File: src/rtl/uart_tx_unit_pkg.sv
// Shared constants and FSM state encoding for the UART transmit unit.
package uart_tx_unit_pkg;

    localparam int DEF_DBITS    = 8;
    localparam int DEF_SB_TICKS = 16;
    localparam int DEF_BR_LIMIT = 651;
    localparam int DEF_BR_BITS  = 10;
    localparam int DEF_FIFO_EXP = 2;
    localparam int OVERSAMPLE   = 16;

    typedef enum logic [1:0] {
        ST_IDLE  = 2'd0,
        ST_START = 2'd1,
        ST_DATA  = 2'd2,
        ST_STOP  = 2'd3
    } tx_state_t;

endpackage

File: src/rtl/uart_tx_unit_baud_rate_generator.sv
// Free-running baud counter; tick is high for one clock every BR_LIMIT clocks.
module baud_rate_generator
    import uart_tx_unit_pkg::*;
#(
    parameter int BR_LIMIT = DEF_BR_LIMIT,
    parameter int BR_BITS  = DEF_BR_BITS
) (
    input  logic clk_100MHz,
    input  logic reset,
    output logic tick
);

    localparam logic [BR_BITS-1:0] COUNT_LAST = BR_BITS'(BR_LIMIT - 1);

    logic [BR_BITS-1:0] r_count;

    always_ff @(posedge clk_100MHz or posedge reset) begin
        if (reset) begin
            r_count <= '0;
        end else if (r_count == COUNT_LAST) begin
            r_count <= '0;
        end else begin
            r_count <= r_count + 1'b1;
        end
    end

    assign tick = (r_count == COUNT_LAST);

endmodule

File: src/rtl/uart_tx_unit.sv
// UART transmitter: small TX FIFO feeding a 16x-oversampled serializer.
// state | meaning
// IDLE  | line high, pop head of FIFO when not empty
// START | start bit (low) for 16 ticks
// DATA  | DBITS data bits, LSB first, 16 ticks each
// STOP  | stop bit (high) for SB_TICKS ticks, then done pulse
module uart_tx_unit
    import uart_tx_unit_pkg::*;
#(
    parameter int DBITS    = DEF_DBITS,
    parameter int SB_TICKS = DEF_SB_TICKS,
    parameter int BR_LIMIT = DEF_BR_LIMIT,
    parameter int BR_BITS  = DEF_BR_BITS,
    parameter int FIFO_EXP = DEF_FIFO_EXP
) (
    input  logic             clk_100MHz,
    input  logic             reset,
    input  logic             write_uart,
    input  logic [DBITS-1:0] write_data,
    output logic             tx,
    output logic             tx_full,
    output logic             tx_empty,
    output logic             tx_done_tick
);

    localparam int DEPTH = 1 << FIFO_EXP;
    localparam int S_W   = $clog2((SB_TICKS > OVERSAMPLE) ? SB_TICKS : OVERSAMPLE);
    localparam int N_W   = (DBITS > 1) ? $clog2(DBITS) : 1;
    localparam logic [S_W-1:0] S_BIT_LAST  = S_W'(OVERSAMPLE - 1);
    localparam logic [S_W-1:0] S_STOP_LAST = S_W'(SB_TICKS - 1);
    localparam logic [N_W-1:0] N_LAST      = N_W'(DBITS - 1);

    logic                w_tick;
    logic [DBITS-1:0]    r_mem [DEPTH];
    logic [FIFO_EXP-1:0] r_wr_ptr, r_rd_ptr, w_wr_ptr_inc, w_rd_ptr_inc;
    logic                r_full, r_empty, w_wr_en, w_pop;
    tx_state_t           r_state, w_state_next;
    logic [S_W-1:0]      r_s, w_s_next;
    logic [N_W-1:0]      r_n, w_n_next;
    logic [DBITS-1:0]    r_shift, w_shift_next;
    logic                r_tx, w_tx_next, r_done, w_done_next;

    baud_rate_generator #(
        .BR_LIMIT (BR_LIMIT),
        .BR_BITS  (BR_BITS)
    ) u_baud (
        .clk_100MHz (clk_100MHz),
        .reset      (reset),
        .tick       (w_tick)
    );

    assign w_wr_en      = write_uart & ~r_full;
    assign w_wr_ptr_inc = r_wr_ptr + 1'b1;
    assign w_rd_ptr_inc = r_rd_ptr + 1'b1;

    always_ff @(posedge clk_100MHz) begin
        if (w_wr_en) begin
            r_mem[r_wr_ptr] <= write_data;
        end
    end

    // Flags only move when exactly one of write/pop happens.
    always_ff @(posedge clk_100MHz or posedge reset) begin
        if (reset) begin
            r_wr_ptr <= '0;
            r_rd_ptr <= '0;
            r_full   <= 1'b0;
            r_empty  <= 1'b1;
        end else begin
            if (w_wr_en) r_wr_ptr <= w_wr_ptr_inc;
            if (w_pop)   r_rd_ptr <= w_rd_ptr_inc;
            if (w_wr_en && !w_pop) begin
                r_empty <= 1'b0;
                r_full  <= (w_wr_ptr_inc == r_rd_ptr);
            end else if (w_pop && !w_wr_en) begin
                r_full  <= 1'b0;
                r_empty <= (w_rd_ptr_inc == r_wr_ptr);
            end
        end
    end

    always_ff @(posedge clk_100MHz or posedge reset) begin
        if (reset) begin
            r_state <= ST_IDLE;
            r_s     <= '0;
            r_n     <= '0;
            r_shift <= '0;
            r_tx    <= 1'b1;
            r_done  <= 1'b0;
        end else begin
            r_state <= w_state_next;
            r_s     <= w_s_next;
            r_n     <= w_n_next;
            r_shift <= w_shift_next;
            r_tx    <= w_tx_next;
            r_done  <= w_done_next;
        end
    end

    always_comb begin
        w_state_next = r_state;
        w_s_next     = r_s;
        w_n_next     = r_n;
        w_shift_next = r_shift;
        w_pop        = 1'b0;
        w_done_next  = 1'b0;
        w_tx_next    = 1'b1;
        case (r_state)
            ST_IDLE: begin
                if (!r_empty) begin
                    w_pop        = 1'b1;
                    w_shift_next = r_mem[r_rd_ptr];
                    w_s_next     = '0;
                    w_state_next = ST_START;
                end
            end
            ST_START: begin
                if (w_tick) begin
                    if (r_s == S_BIT_LAST) begin
                        w_s_next     = '0;
                        w_n_next     = '0;
                        w_state_next = ST_DATA;
                    end else begin
                        w_s_next = r_s + 1'b1;
                    end
                end
            end
            ST_DATA: begin
                if (w_tick) begin
                    if (r_s == S_BIT_LAST) begin
                        w_s_next     = '0;
                        w_shift_next = r_shift >> 1;
                        w_n_next     = r_n + 1'b1;
                        if (r_n == N_LAST) begin
                            w_state_next = ST_STOP;
                        end
                    end else begin
                        w_s_next = r_s + 1'b1;
                    end
                end
            end
            ST_STOP: begin
                if (w_tick) begin
                    if (r_s == S_STOP_LAST) begin
                        w_state_next = ST_IDLE;
                        w_done_next  = 1'b1;
                    end else begin
                        w_s_next = r_s + 1'b1;
                    end
                end
            end
            default: w_state_next = ST_IDLE;
        endcase
        // Line level is registered from the next state so it lines up with r_state.
        case (w_state_next)
            ST_START: w_tx_next = 1'b0;
            ST_DATA:  w_tx_next = w_shift_next[0];
            default:  w_tx_next = 1'b1;
        endcase
    end

    assign tx           = r_tx;
    assign tx_full      = r_full;
    assign tx_empty     = r_empty;
    assign tx_done_tick = r_done;

endmodule

File: config.mk
export PLATFORM = sky130hd
export DESIGN_NAME = uart_tx_unit
export DESIGN_NICKNAME = d
export VERILOG_FILES = /design/src/rtl/uart_tx_unit_pkg.sv /design/src/rtl/uart_tx_unit_baud_rate_generator.sv /design/src/rtl/uart_tx_unit.sv
export SDC_FILE = /design/constraint.sdc
export NUM_CORES = 1
export LEC_CHECK = 0
export ABC_AREA = 1
export BUFFER_PORTS_ARGS = -buffer_cell sky130_fd_sc_hd__buf_2
export CORE_MARGIN = 2
export CORE_UTILIZATION = 60
export CTS_BUF_LIST = sky130_fd_sc_hd__clkbuf_4
export CTS_CLUSTER_SIZE = 28
export DETAILED_ROUTE_END_ITERATION = 16
export PLACE_DENSITY_LB_ADDON = 0.12
export SLEW_MARGIN = 0
export SYNTH_ARGS = -nofsm -noshare
export SYNTH_HDL_FRONTEND = slang
export SYNTH_SLANG_ARGS = --single-unit
File: constraint.sdc
create_clock -name clk_100MHz -period 3.05 [get_ports clk_100MHz]
set_clock_uncertainty 0.1 [all_clocks]
set_input_delay 0.4575 -clock clk_100MHz [delete_from_list [all_inputs] [get_ports clk_100MHz]]
set_output_delay 0.4575 -clock clk_100MHz [all_outputs]
set_load 0.05 [all_outputs]
==> results of run 1 <==
critical path: stages (launching register included):
cell and delay (ns):
dfrtp_1 0.44, inv_1 0.13, ha_1 0.26, inv_1 0.10, nor2_1 0.10, buf_4 0.19, inv_1 0.10, ha_1 0.35
nor2_1 0.05, a32o_1 0.25
state kept, by name (all words and copies together) (netlist names), 2 cells and up:
signal,cells
r_rd_ptr,2
r_s,4
r_shift,8
r_state,2
u_baud.r_count,10
r_mem,32
r_wr_ptr,2
r_n,3
cell usage in the layout (no fill, tap or decap), types with 8 or more instances in the layout:
master	Yosys	final
o21ai_0	22	22
clkbuf_4	0	9
xor2_1	8	8
nor2_1	44	44
o22ai_1	8	8
inv_1	38	38
ha_1	15	15
dfrtp_1	33	33
buf_2	5	14
edfxtp_1	32	32
nand3_1	18	18
nand2_1	45	45
metrics by stage:
stage          hold WS [ns]  utilization [%]
2_1_floorplan        0.3546                -
3_3_place_gp         0.3779            65.53
3_5_place_dp         0.3908            65.53
4_1_cts             0.06194            68.34
5_1_grt              0.1132            68.34
6_report            0.04757            68.34
routing by layer:
layer | wire length, um | part of all wire (%) | track usage (%) | vias up
met1 | 2440 | 46 | 24.80 | 977
met5 | 0 | 0 | 0 | -
met3 | 159 | 3.0 | 4.070 | 8
li1 | - | - | - | 1097
met4 | 78 | 1.5 | 10.54 | 0
met2 | 2661 | 50 | 34.22 | 32
how the worst min path moves through the flow:
stage | start | to | slack, ns | cells after the start
floorplan | u_baud.r_count[0] | u_baud.r_count[0] | 0.35 | 1
global placement | u_baud.r_count[0] | u_baud.r_count[0] | 0.38 | 1
detailed placement | tx_full | tx_full | 0.39 | 2
CTS | reset | r_shift[7] | 0.06 | 2
global route | reset | r_shift[7] | 0.11 | 2
finish | reset | r_shift[7] | 0.05 | 2
power groups by stage:
stage               Sequential [W]  Combinational [W]  Clock [W]
global placement           0.00114           0.000275          0
detailed placement         0.00114           0.000281          0
CTS                        0.00112           0.000283   0.000606
global route               0.00113           0.000321   0.000649
finish                     0.00112           0.000280   0.000596
floorplan                  0.00117           0.000165          0
layout make-up:
class                           instances  share of cell area, %
Clock inverter                          7                  2.195
Timing Repair Buffer                   17                  2.619
Tap cell                               70                  2.478
Multi-Input combinational cell        199                  34.30
Clock buffer                            9                  1.912
Inverter                               42                  4.460
Sequential cell                        67                  52.04
cells by family (layout without fill, tap and decap cells):
family | after synthesis | count (layout) | synth area share, %
AOI/OAI and AO/OA | 48 | 48 | 9.884
xor gates and xnor gates | 9 | 9 | 2.423
adders and majority gates | 15 | 15 | 5.769
buffers and inverters | 50 | 75 | 6.192
DFF | 67 | 67 | 56.54
muxes | 1 | 1 | 0.3077
and+or+nand+nor | 126 | 126 | 18.88
==> results.sh, run 1 <==
export IMPL_clk_latency_ns=0.41
export IMPL_grt_start_max_net_pins=21
export IMPL_setup_ws_ns=0.9276
export IMPL_synth_top_area_share_pct=29.54
export IMPL_fin_crit_sh_pct=69.59
export IMPL_p_sw_share_pct=29.45
export IMPL_synth_cell_type_count=35
export IMPL_fmax_mhz=471.2
export IMPL_seq_power_share_pct=56.1
export IMPL_cts_buffers=9
export IMPL_cts_repair_resized=0
export IMPL_antenna_found_initial=0
export IMPL_routabilityCongestion=0.8710
export IMPL_hold_viol=0
export IMPL_netSwitchingPower_w=0.0005871
export IMPL_h_tree_depth=3
export IMPL_root_buffer="clkbuf_4"
export IMPL_drc=0
export IMPL_postCtsSetupRepairBufs=0
export IMPL_instances_no_fill=411
export IMPL_syn_num_nets=342
export IMPL_synth_area_top_cells="edfxtp_1, dfrtp_1, ha_1"
export IMPL_p_int_w=0.001406
export IMPL_viasPerCell=5.144
export IMPL_synth_largest_area_cell="edfxtp_1"
export IMPL_ys_seq_elements=67
export IMPL_finalSetupViolCount=0
export IMPL_drtIter0Drc=101
export IMPL_worstPathRequired_ns=3.28
export IMPL_maxSlewHeadroom_pct=44.79
export IMPL_p_clk_share_pct=29.9
export IMPL_nNetsFinal=362
export IMPL_grt_pass1_vias=2127
export IMPL_cts_tree="yes"
export IMPL_period_needed_ns=2.122
export IMPL_holdBufCountCts=0
export IMPL_grt_use_total_pct=20.35
export IMPL_yosysMostFrequentCell="nand2_1"
export IMPL_startpoint="r_state[0]"
export IMPL_fillers=389
export IMPL_firstDrtPassIters=4
export IMPL_fp_dieH_um=77.64
export IMPL_die_area_um2=6027
export IMPL_antenna_left=0
export IMPL_design_core_area_um2=5172
export IMPL_row_count=26
export IMPL_vias=2114
export IMPL_slew_violations=0
export IMPL_synth_area_um2=3253
export IMPL_synthCells=316
export IMPL_worst_setup_path_type="reg -> reg"
export IMPL_yosysWarningCount=0
export IMPL_p_leak_nw=1.529
export IMPL_multiInputGateArea_um2=1212
export IMPL_path_clk_slew_ns=0.12
export IMPL_fin_total_pwr_w=0.001994
export IMPL_ioPinCount=15
export IMPL_ys_seq_area_share_pct=56.54
export IMPL_design_area_um2=3535
export IMPL_die_x_um=77.64
export IMPL_peakVddDrop_mv=0.4176
export IMPL_maxCapViolCount=0
export IMPL_r2r_cells=9
export IMPL_n_antenna_cell=0
export IMPL_synthToLayoutAreaGrowth_pct=8.654
export IMPL_r2r_start="r_state[0]"
export IMPL_routedWlPerCell_um=12.99
export IMPL_cp_max_fo=11
export IMPL_avgSynthCellArea_um2=10.29
export IMPL_hold_class="in -> async"
export IMPL_cp_arrival_ns=2.36
export IMPL_synth_main_ff_cell="dfrtp_1"
export IMPL_rsz0062_at_grt="no"
export IMPL_async_flop_share_pct=52.24
export IMPL_drive_gt1_share_pct=17.30
export IMPL_grt_remaining_overflow=0
export IMPL_status="complete, no violations"
export IMPL_reg2reg_to="tx_empty"
export IMPL_setup_tns_ns=0
export IMPL_synth_edff_count=32
export IMPL_dpl_hpwl_um=3757
export IMPL_power_frac_comb_pct=14.0
export IMPL_reg2reg_slack_ns=0.93
export IMPL_tightest_slew_ns=0.8251
export IMPL_totalWireLength_um=5339
export IMPL_synth_common_cells="nand2_1, nor2_1, inv_1, dfrtp_1, edfxtp_1"
export IMPL_regArea_um2=1839
export IMPL_place_ws_ns=0.9597
export IMPL_grt_pass1_wl_um=9425
export IMPL_cp_start_kind="flip-flop"
export IMPL_dp_cells=395
export IMPL_initial_core_util_pct=62.89
export IMPL_setup_worst_path_end="tx_empty"
export IMPL_port_buffers=14
export IMPL_critPathCaptureType="flip-flop"
export IMPL_clockBufferDepth=2
export IMPL_p_per_area_nw_per_um2=564.0
export IMPL_cts_sinks=67
export IMPL_placed_cell_area_um2=3390
Power figures use the tool's default switching activity.
==> run 2: changes to the inputs <==
--- a/config.mk
+++ b/config.mk
@@ -8,7 +8,7 @@
 export ABC_AREA = 1
 export BUFFER_PORTS_ARGS = -buffer_cell sky130_fd_sc_hd__buf_2
 export CORE_MARGIN = 2
-export CORE_UTILIZATION = 60
+export CORE_UTILIZATION = 57
 export CTS_BUF_LIST = sky130_fd_sc_hd__clkbuf_4
 export CTS_CLUSTER_SIZE = 28
 export DETAILED_ROUTE_END_ITERATION = 16
==> constraint.sdc (replaced) <==
create_clock -name clk_100MHz -period 1.8 [get_ports clk_100MHz]
set_clock_uncertainty 0.1 [all_clocks]
set_input_delay 0.27 -clock clk_100MHz [delete_from_list [all_inputs] [get_ports clk_100MHz]]
set_output_delay 0.27 -clock clk_100MHz [all_outputs]
set_load 0.05 [all_outputs]
==> run 2 against run 1 <==
Register-to-register slack lost 0.86 ns. Cell count grew 6.3%. Setup slack lost 0.86 ns. Total power grew 70%. Global-route usage grew 0.31 points. Flip-flop and latch count is the same. Clock power grew 62%. Hold slack gained 0.13 ns. Critical path depth shrank 1. Critical endpoint unchanged. Largest cell class unchanged. Largest power group unchanged. Highest routed layer unchanged.
==> results.sh, run 2 (synthesis results as in run 1) <==
export IMPL_status="complete, no violations"
export IMPL_reg2reg_to="tx_empty"
export IMPL_die_area_um2=6327
export IMPL_rsz0062_at_grt="yes"
export IMPL_worstPathCellList="inv_2, ha_4, inv_1, nor2_2, inv_1, ha_4, nor2_1, a32o_1"
export IMPL_design_core_area_um2=5507
export IMPL_cpMaxStageDelayCell="dfrtp_1"
export IMPL_clockBufferDepth=2
export IMPL_grt_use_total_pct=20.66
export IMPL_maxCapViolCount=0
export IMPL_cts_tree="yes"
export IMPL_critPathCaptureType="flip-flop"
export IMPL_ioPinCount=15
export IMPL_reg2reg_slack_ns=0.07
export IMPL_worstHoldStart="write_uart"
export IMPL_cts_buffers=9
export IMPL_drc=0
export IMPL_synthToLayoutAreaGrowth_pct=17.04
export IMPL_grt_pass1_vias=2252
export IMPL_worstPathRequired_ns=2.05
export IMPL_cp_start_kind="flip-flop"
export IMPL_grt_pass1_wl_um=9873
export IMPL_p_per_area_nw_per_um2=891.1
export IMPL_hold_class="in -> reg"
export IMPL_path_clk_slew_ns=0.11
export IMPL_antenna_left=0
export IMPL_fin_crit_sh_pct=95.98
export IMPL_worst_setup_path_type="reg -> reg"
export IMPL_routabilityCongestion=0.7986
export IMPL_firstDrtPassIters=4
export IMPL_slew_violations=0
export IMPL_grt_remaining_overflow=0
export IMPL_p_leak_nw=1.648
export IMPL_row_count=27
export IMPL_setup_tns_ns=0
export IMPL_port_buffers=14
export IMPL_hold_viol=0
export IMPL_clk_latency_ns=0.41
export IMPL_peakVddDrop_mv=0.7632
export IMPL_cts_sinks=67
export IMPL_viasPerCell=5.105
export IMPL_h_tree_depth=3
export IMPL_top_regs="r_mem: 32 flops, u_baud.r_count: 10 flops, r_shift: 8 flops"
export IMPL_root_buffer="clkbuf_4"
export IMPL_dpl_hpwl_um=3733
export IMPL_vias=2231
export IMPL_tightest_slew_ns=0.4484
export IMPL_antenna_found_initial=0
export IMPL_finalSetupViolCount=0
export IMPL_period_needed_ns=1.728
export IMPL_holdPathStages=3
export IMPL_r2r_start="r_state[1]"
export IMPL_final_cell_mix="nand2_1, nor2_1, inv_1"
export IMPL_place_ws_ns=0.03684
export IMPL_r2r_cells=8
export IMPL_drtIter0Drc=80
export IMPL_nNetsFinal=386
export IMPL_cp_arrival_ns=1.98
export IMPL_totalWireLength_um=5771
export IMPL_fp_dieH_um=79.55
export IMPL_fmax_mhz=578.8
export IMPL_largest_register="r_mem"
export IMPL_initial_core_util_pct=59.08
export IMPL_fin_total_pwr_w=0.003393
export IMPL_cpPeakStageDelay_ns=0.45
export IMPL_drive_gt1_share_pct=23.01
export IMPL_die_x_um=79.55
export IMPL_final_common_cell="nand2_1"
export IMPL_whs_ns=0.1796
export IMPL_maxSlewHeadroom_pct=70.10
export IMPL_routedWlPerCell_um=13.21
export IMPL_hold_path_end="r_wr_ptr[0]"
export IMPL_setup_ws_ns=0.07241
export IMPL_grt_start_max_net_pins=36
export IMPL_n_antenna_cell=0
export IMPL_largest_reg_flops=32
export IMPL_cp_max_fo=5
run 2: critical path: cells and delay by family, from the launching register on:
kind	cells	cell delay, ns
AOI/OAI and AO/OA	1	0.24
DFF	1	0.45
adders and majority gates	2	0.45
and+or+nand+nor	2	0.14
buffers and inverters	3	0.29
run 2: cell type report:
| class | instances | area [um2] |
|---|---|---|
| clock buffers | 9 | 67.56 |
| clock inverters | 7 | 68.82 |
| fillers | 426 | 1699 |
| inverters | 42 | 157.7 |
| multi-input cells | 199 | 1264 |
| flip-flops and latches | 67 | 1839 |
| well taps | 72 | 90.09 |
| repair buffers | 41 | 320.3 |
run 2: timing repair:
| action | CTS | global route |
|---|---|---|
| hold buffers | 9 | 0 |
| buffers inserted | 0 | 5 |
| gates resized for setup | 0 | 10 |
| setup endpoints to repair | 0 | 17 |
| hold endpoints to repair | 65 | 0 |
run 2: power breakdown:
part           internal [W]  switching (W)  leakage (nW)
Clock              0.000415       0.000548        0.0632
Combinational      0.000187       0.000348         0.858
Sequential          0.00182      0.0000789         0.727
Total               0.00242       0.000975          1.65
run 2: how the worst max path moves through the flow:
stage,start,endpoint,slack [ns],cells after the start
after floorplan,r_state[0],tx_empty,0.02,9
after global placement,u_baud.r_count[0],r_n[1],0.07,8
after detailed placement,u_baud.r_count[0],r_shift[2],0.04,8
after CTS,u_baud.r_count[0],r_shift[4],0.006,8
after global routing,u_baud.r_count[0],r_shift[4],-0.07,9
final,r_state[1],tx_empty,0.07,8
run 2: metal layers:
layer	vias to the layer above	track usage, %	wire (um)
met2	25	35.29	2965
met5	-	0	0
li1	1140	-	-
met1	1062	23.92	2571
met4	0	7.069	45
met3	4	7.579	188
run 2: stage by stage:
step	instance area, um2	instances	utilization (%)
after floorplan	3281	316	-
after global placement	3492	407	63.42
after detailed placement	3492	407	63.42
after CTS	3719	432	67.53
after global routing	3807	437	69.14
final	3807	437	69.14
==> run 3: changes to the inputs <==
--- a/config.mk
+++ b/config.mk
@@ -6,9 +6,10 @@
 export NUM_CORES = 1
 export LEC_CHECK = 0
 export ABC_AREA = 1
+export ABC_CLOCK_PERIOD_IN_PS = 1800
 export BUFFER_PORTS_ARGS = -buffer_cell sky130_fd_sc_hd__buf_2
 export CORE_MARGIN = 2
-export CORE_UTILIZATION = 57
+export CORE_UTILIZATION = 50
 export CTS_BUF_LIST = sky130_fd_sc_hd__clkbuf_4
 export CTS_CLUSTER_SIZE = 28
 export DETAILED_ROUTE_END_ITERATION = 16
==> run 3 against run 2 <==
Flip-flop and latch count unchanged. Sequential share of layout area is essentially flat. Via count is 1.8% lower. Non-clock buffer count is the same. Largest cell class unchanged. Critical path depth unchanged. Maximum frequency is 0.73% higher. Routed wire length is 4.9% lower. Combinational power barely moved. Register-to-register slack about the same. Core utilization down 8.8 points. Sequential power about the same.
==> results.sh, run 3 (synthesis results as in run 1) <==
export IMPL_status="complete, no violations"
export IMPL_critical_path_buf_inv_count=1
export IMPL_p_leak_nw=1.670
export IMPL_design_core_area_um2=6314
export IMPL_cpPeakStageDelay_ns=0.42
export IMPL_tightest_slew_ns=0.4536
export IMPL_nNetsFinal=386
export IMPL_grt_start_max_net_pins=36
export IMPL_root_buffer="clkbuf_4"
export IMPL_maxCapViolCount=0
export IMPL_worst_setup_path_type="reg -> reg"
export IMPL_final_core_util_pct=60.32
export IMPL_port_buffers=14
export IMPL_h_tree_depth=3
export IMPL_largest_register="r_mem"
export IMPL_cp_start_kind="flip-flop"
export IMPL_clockBufferDepth=2
export IMPL_worstHoldStart="write_uart"
export IMPL_top_regs="r_mem: 32 flops, u_baud.r_count: 10 flops, r_shift: 8 flops"
export IMPL_slew_violations=0
export IMPL_viasPerCell=4.955
export IMPL_synthToLayoutAreaGrowth_pct=17.08
export IMPL_period_needed_ns=1.715
export IMPL_fp_dieH_um=84.66
export IMPL_die_area_um2=7167
export IMPL_initial_core_util_pct=51.53
export IMPL_grt_use_total_pct=16.74
export IMPL_p_per_area_nw_per_um2=892.9
export IMPL_cts_sinks=67
export IMPL_largest_reg_flops=32
export IMPL_cp_arrival_ns=1.90
export IMPL_setup_tns_ns=0
export IMPL_fillers=544
export IMPL_peakVddDrop_mv=0.7194
export IMPL_startpoint="u_baud.r_count[0]"
export IMPL_cpMaxStageDelayCell="dfrtp_1"
export IMPL_vias=2190
export IMPL_crit_top_cell="nor2_4"
export IMPL_grt_pass1_vias=2059
export IMPL_ioPinCount=15
export IMPL_dpl_hpwl_um=3828
export IMPL_antenna_found_initial=0
export IMPL_grt_pass1_wl_um=9411
export IMPL_n_antenna_cell=0
export IMPL_maxSlewHeadroom_pct=69.76
export IMPL_finalSetupViolCount=0
export IMPL_antenna_left=0
export IMPL_die_x_um=84.66
export IMPL_drtIter0Drc=121
export IMPL_critPathCaptureType="flip-flop"
export IMPL_worstPathRequired_ns=1.99
export IMPL_path_clk_slew_ns=0.10
export IMPL_fin_crit_sh_pct=95.28
export IMPL_row_count=29
export IMPL_totalWireLength_um=5486
export IMPL_clk_latency_ns=0.39
export IMPL_r2r_start="u_baud.r_count[0]"
export IMPL_hold_viol=0
export IMPL_cts_buffers=9
export IMPL_hold_class="in -> reg"
export IMPL_fin_total_pwr_w=0.003401
export IMPL_multiInputGateArea_um2=1257
export IMPL_rsz0062_at_grt="yes"
export IMPL_placed_cell_area_um2=3506
export IMPL_whs_ns=0.1808
export IMPL_fmax_mhz=583.1
export IMPL_regArea_um2=1839
export IMPL_cp_max_fo=4
export IMPL_worstPathCellList="inv_1, ha_1, nand2_2, nor2_4, nand3_2, nor2_4, o21ai_1, a32o_1"
export IMPL_drive_gt1_share_pct=23.56
export IMPL_routedWlPerCell_um=12.41
export IMPL_firstDrtPassIters=4
export IMPL_drc=0
export IMPL_design_area_um2=3809
export IMPL_routabilityCongestion=0.7882
export IMPL_cts_tree="yes"
export IMPL_grt_remaining_overflow=0
export IMPL_final_cell_mix="nand2_1, nor2_1, inv_1"
export IMPL_crit_family="simple AND/OR/NAND/NOR gates"
==> run 3: path summary, 6_finish.rpt <==
| path | endpoint | slack, ns | depth (start not counted) |
|---|---|---|---|
| worst min-delay path | r_wr_ptr[0] | 0.18 | 3 |
| worst max-delay path | r_n[1] | 0.08 | 8 |
| worst min register to register | u_baud.r_count[0] | 0.39 | 1 |
| min in group asynchronous | u_baud.r_count[7] | 0.40 | 4 |
| max in group asynchronous | tx | 0.84 | 4 |
| worst max register to register | r_n[1] | 0.08 | 8 |
==> run 3: timing repair <==
item,in CTS,in global routing
endpoints found under the hold margin,65,0
hold buffers,9,0
setup endpoints to repair,0,17
buffers inserted,0,4
resized for setup,0,9
==> run 3: worst min-delay path, cell delays in order <==
cell and delay, ns:
buf_2 0.10, nand2_1 0.18, xor2_1 0.09
==> run 3: per-layer routing <==
layer | up-vias | global-route usage (%) | part of all wire [%] | wire length (um)
met4 | 0 | 8.225 | 1.6 | 87
met2 | 19 | 27.34 | 49 | 2689
met3 | 10 | 3.245 | 2.1 | 117
li1 | 1137 | - | - | -
met1 | 1024 | 21.36 | 47 | 2592
met5 | - | 0 | 0 | 0
==> run 3: area by class of cell <==
type | count | share of cell area [%]
tap | 77 | 2.530
multi-input combinational | 199 | 33.02
clock buffer | 13 | 2.562
inverter | 42 | 4.139
timing repair buffer | 41 | 8.410
sequential | 67 | 48.29
clock inverter | 3 | 1.051
==> run 3: metrics by stage <==
step / worst slack (ns) / std cells
2_1_floorplan: 0.02398 / 316
3_3_place_gp: 0.05946 / 413
3_5_place_dp: 0.05194 / 413
6_report: 0.08498 / 442
4_1_cts: 0.02768 / 438
5_1_grt: -0.06640 / 442
==> run 3: power breakdown <==
| part | total (W) | switching [W] | internal, W |
|---|---|---|---|
| clock network | 0.000975 | 0.000492 | 0.000484 |
| registers | 0.00189 | 0.0000760 | 0.00182 |
| logic | 0.000534 | 0.000345 | 0.000188 |
| total | 0.00340 | 0.000913 | 0.00249 |
